File: src/rtl/flags_stack_register.sv
`default_nettype none
// ============================================================================
// Module      : flags_stack_register
// Description : Status-flag register with per-bit write enables and a
//               save/restore stack. Define FLAGS_FWD_EN to forward the
//               next-state flags combinationally to o_flags_out.
// Revision    : 1.0 - initial release
// ============================================================================
module flags_stack_register #(
    parameter  int NUM_FLAGS   = 2,
    parameter  int STACK_DEPTH = 4,
    localparam int CNT_W       = $clog2(STACK_DEPTH + 1)
) (
    input  logic                 clk,
    input  logic                 rst,
    input  logic [NUM_FLAGS-1:0] i_flags_in,
    input  logic [NUM_FLAGS-1:0] i_flag_wr_mask,
    input  logic                 i_push,
    input  logic                 i_pop,
    input  logic                 i_err_clear,
    output logic [NUM_FLAGS-1:0] o_flags_out,
    output logic [CNT_W-1:0]     o_depth,
    output logic                 o_stack_full,
    output logic                 o_stack_empty,
    output logic                 o_overflow_err,
    output logic                 o_underflow_err
);

    localparam int IDX_W = (STACK_DEPTH > 1) ? $clog2(STACK_DEPTH) : 1;

    logic [NUM_FLAGS-1:0] r_flags;
    logic [CNT_W-1:0]     r_depth;
    logic                 r_ovf;
    logic                 r_unf;
    logic [NUM_FLAGS-1:0] r_stack [2**IDX_W];

    logic                 w_full;
    logic                 w_empty;
    logic                 w_push_ok;
    logic                 w_pop_ok;
    logic                 w_ovf_set;
    logic                 w_unf_set;
    logic [IDX_W-1:0]     w_push_idx;
    logic [IDX_W-1:0]     w_top_idx;
    logic [NUM_FLAGS-1:0] w_flags_nxt;

    assign w_full     = (r_depth == CNT_W'(STACK_DEPTH));
    assign w_empty    = (r_depth == '0);
    assign w_push_ok  = i_push & ~i_pop & ~w_full;
    assign w_pop_ok   = i_pop & ~i_push & ~w_empty;
    assign w_ovf_set  = i_push & ~i_pop & w_full;
    assign w_unf_set  = i_pop & ~i_push & w_empty;
    assign w_push_idx = IDX_W'(r_depth);
    assign w_top_idx  = IDX_W'(r_depth - 1'b1);

    // A restore from the stack overrides any masked ALU write in the same cycle
    assign w_flags_nxt = w_pop_ok ? r_stack[w_top_idx]
                                  : ((r_flags & ~i_flag_wr_mask) | (i_flags_in & i_flag_wr_mask));

    always_ff @(posedge clk or posedge rst) begin
        if (rst) begin
            r_flags <= '0;
            r_depth <= '0;
            r_ovf   <= 1'b0;
            r_unf   <= 1'b0;
        end else begin
            r_flags <= w_flags_nxt;
            if (w_push_ok) begin
                r_depth <= r_depth + 1'b1;
            end else if (w_pop_ok) begin
                r_depth <= r_depth - 1'b1;
            end
            // Set takes priority over clear so a concurrent error is never lost
            if (w_ovf_set) begin
                r_ovf <= 1'b1;
            end else if (i_err_clear) begin
                r_ovf <= 1'b0;
            end
            if (w_unf_set) begin
                r_unf <= 1'b1;
            end else if (i_err_clear) begin
                r_unf <= 1'b0;
            end
        end
    end

    // Frame storage carries no reset; depth alone defines which entries are valid
    always_ff @(posedge clk) begin
        if (w_push_ok) begin
            r_stack[w_push_idx] <= r_flags;
        end
    end

`ifdef FLAGS_FWD_EN
    assign o_flags_out = w_flags_nxt;
`else
    assign o_flags_out = r_flags;
`endif

    assign o_depth         = r_depth;
    assign o_stack_full    = w_full;
    assign o_stack_empty   = w_empty;
    assign o_overflow_err  = r_ovf;
    assign o_underflow_err = r_unf;

endmodule
`default_nettype wire

File: config.mk
export PLATFORM = sky130hd
export DESIGN_NAME = flags_stack_register
export DESIGN_NICKNAME = d
export VERILOG_FILES = /design/src/rtl/flags_stack_register.sv
export SDC_FILE = /design/constraint.sdc
export NUM_CORES = 1
export LEC_CHECK = 0
export CAP_MARGIN = 0
export CORE_MARGIN = 3
export CORE_UTILIZATION = 50
export CTS_CLUSTER_SIZE = 40
export DETAILED_ROUTE_END_ITERATION = 7
export GPL_TIMING_DRIVEN = 0
export PLACE_DENSITY_LB_ADDON = 0.15
export SETUP_SLACK_MARGIN = 0.15
export SLEW_MARGIN = 20
export SYNTH_ARGS = -nofsm -noshare
export SYNTH_HDL_FRONTEND = slang
export SYNTH_SLANG_ARGS = --single-unit
File: constraint.sdc
create_clock -name clk -period 2.8 [get_ports clk]
set_clock_uncertainty 0.2 [all_clocks]
set_input_delay 0.42 -clock clk [delete_from_list [all_inputs] [get_ports clk]]
set_output_delay 0.42 -clock clk [all_outputs]
set_load 0.02 [all_outputs]
==> results.json <==
{
  "max_clock_freq_mhz": 392,
  "core_area_mm2": 0.00137,
  "peakVddDrop_mv": 0.631,
  "antenna_found_initial": 0,
  "fin_tns_setup_ns": 0,
  "reg2reg_slack_ns": 0.73,
  "ant_nets": 0,
  "die_w_um": 44.9,
  "min_path_type": "in -> async",
  "maxCapViolations": 0,
  "met2_length_um": 718,
  "crit_arrival_ns": 1.93,
  "r2r_end": "o_depth[1]",
  "ys_ff_latch": 15,
  "synthDistinctLibCells": 23,
  "timing.final.hold_violations": 0,
  "outcome": "complete, no violations",
  "avgRoutedWirePerCell_um": 15.8,
  "ys_warn_count": 0,
  "ios": 18,
  "reg2reg_depth": 6,
  "crit_buf_inv": 2,
  "synth-edff-count": 8,
  "post-cts-setup-buffers": 0,
  "p_leak_uw": 0.000438,
  "place_congestion": 0.776,
  "hpwl_mm": 1.12,
  "finalMaxSlewViolations": 0,
  "crit_type": "reg -> out",
  "ys_async_sr_fraction": 0.467,
  "rsz0062_at_grt": "false",
  "drt-total-wl_mm": 1.46,
  "diodes": 0,
  "finalPower_uw": 909,
  "grt_pass1_wl_mm": 2.41,
  "routed-wl-met3_um": 75,
  "netlist_area_um2": 756,
  "synth_fp_nets": 71,
  "crit_fanout": 7,
  "cp_top_family": "buffers and inverters",
  "start_util": 0.553,
  "max_slew_margin": 0.727,
  "finalCritPeriodShare": 0.912,
  "drt_pre_antenna_iters": 4,
  "path_cells": "inv_1 > ha_1 > ha_1 > clkdlybuf4s50_1",
  "grt_max_degree": 10,
  "worstSetupEndpointType": "output port",
  "synth_flop_cell": "edfxtp_1",
  "worst_slew_pin_slew_ns": 0.409,
  "row_count": 13,
  "netlist_instances": 56,
  "yosysSeqAreaShare": 0.550,
  "cts.reportedPaths.clkPinSlew_ns": 0.09,
  "synth_top_area_cell": "edfxtp_1",
  "vias": 511,
  "io_buffers": 17,
  "yosys.area.top_type_share": 0.318,
  "drive_gt1_frac": 0.0909,
  "wl_met1_um": 639,
  "root_buffer": "clkbuf_4",
  "min_period_ns": 2.55,
  "cts.sinks": 15,
  "cp_common_cell": "ha_1",
  "initialDrtViolationCount": 3,
  "routed.top_layer": "met4",
  "drc_errors": 0,
  "timing.rr.start": "o_depth[0]",
  "critPathLaunchType": "flip-flop",
  "fin_nets": 93,
  "yosys-top-cells-area": "edfxtp_1 32%, dfrtp_1 23%, ha_1 9.9%, mux4_1 7.0%, inv_1 4.0%",
  "htree_levels": 1,
  "area_growth_pct": 29.0,
  "clkLatencyLatePin_ns": 0.28,
  "p_per_area_mw_per_mm2": 933,
  "slowest_delay_ns": 0.63,
  "finalSetupViolations": 0,
  "gr-usage-all-layers": 0.174,
  "synthTopCellsByCount": "8 x edfxtp_1, 8 x inv_1, 7 x dfrtp_1, 6 x ha_1, 4 x and3_1",
  "synth_area_per_cell_um2": 13.5,
  "crit_required_ns": 2.18,
  "slowest_stage": "clkdlybuf4s50_1",
  "die_area_mm2": 0.00201,
  "grt_pass1_vias": 556,
  "cts_tree": "built",
  "cts_buffers": 3,
  "post_drt_via_cell_ratio": 5.55,
  "globalRouteOverflowTotal": 0,
  "clockBufferDepth": 2,
  "die_y_um": 44.9
}
==> metal layers <==
layer	vias up	global-route usage
met5	-	0
met3	4	0.0438
li1	247	-
met4	0	0.0877
met1	244	0.201
met2	16	0.298
==> power breakdown <==
| group | switching (µW) | internal, µW | total, µW |
|---|---|---|---|
| registers | 62.4 | 301 | 364 |
| clock network | 64.3 | 55.2 | 119 |
| logic | 220 | 206 | 426 |
| total | 347 | 563 | 909 |
==> timing repair <==
action,in CTS,in global routing
hold buffers,0,0
setup endpoints to repair,0,2
resized for setup,0,2
==> worst max path at each step <==
stage | end | cells past startpoint | startpoint | slack (ns)
after floorplan | o_depth[1] | 6 | o_depth[0] | 0.66
after global placement | o_stack_empty | 4 | o_depth[0] | 0.51
after detailed placement | o_stack_full | 5 | o_depth[0] | 0.50
after CTS | o_stack_full | 5 | o_depth[0] | 0.18
after global routing | o_stack_empty | 4 | o_depth[0] | 0.16
final | o_stack_empty | 4 | o_depth[0] | 0.25
==> final cells by class <==
type / count / area, µm²
clock buffer: 4 / 26.3
timing repair buffer: 17 / 173
inverter: 8 / 30.0
multi-input combinational: 33 / 310
fill: 112 / 392
sequential: 15 / 417
tap: 15 / 18.8
==> layout by cell type, fill, tap and decap left out, types with 2 or more instances in the layout <==
master           Yosys  routed
and3_1               4       4
clkbuf_4             0       3
inv_1                8       8
mux2i_1              2       2
dfrtp_1              7       6
clkdlybuf4s50_1      0      16
edfxtp_1             8       8
mux4_1               2       2
o21ai_1              2       2
ha_1                 6       6
nand2_1              3       3
==> metrics by stage <==
step	area [µm²]	setup WS (ns)	hold slack (ns)	util	std cells
final	975	0.246	0.181	0.713	92
after global routing	975	0.159	0.175	0.713	92
after CTS	971	0.178	0.186	0.711	92
after detailed placement	945	0.498	0.330	0.691	88
after global placement	945	0.514	0.323	0.691	88
after floorplan	756	0.663	0.0234	-	56
==> worst register-to-register path, cell delays in order, from the launching register on <==
cell,delay (ns)
dfrtp_2,0.47
inv_1,0.11
ha_1,0.22
ha_1,0.24
nor3b_4,0.39
a311oi_1,0.09
a211o_1,0.24
==> kinds of logic after synthesis <==
logic type / Yosys count / synth area share
fa+ha+maj: 6 / 0.0993
buf+inv: 8 / 0.0397
compound gates: 9 / 0.0844
simple gates: 13 / 0.119
mux: 4 / 0.0960
flops: 15 / 0.550
xor+xnor: 1 / 0.0116
No activity file was read; power rests on OpenSTA's default activity.
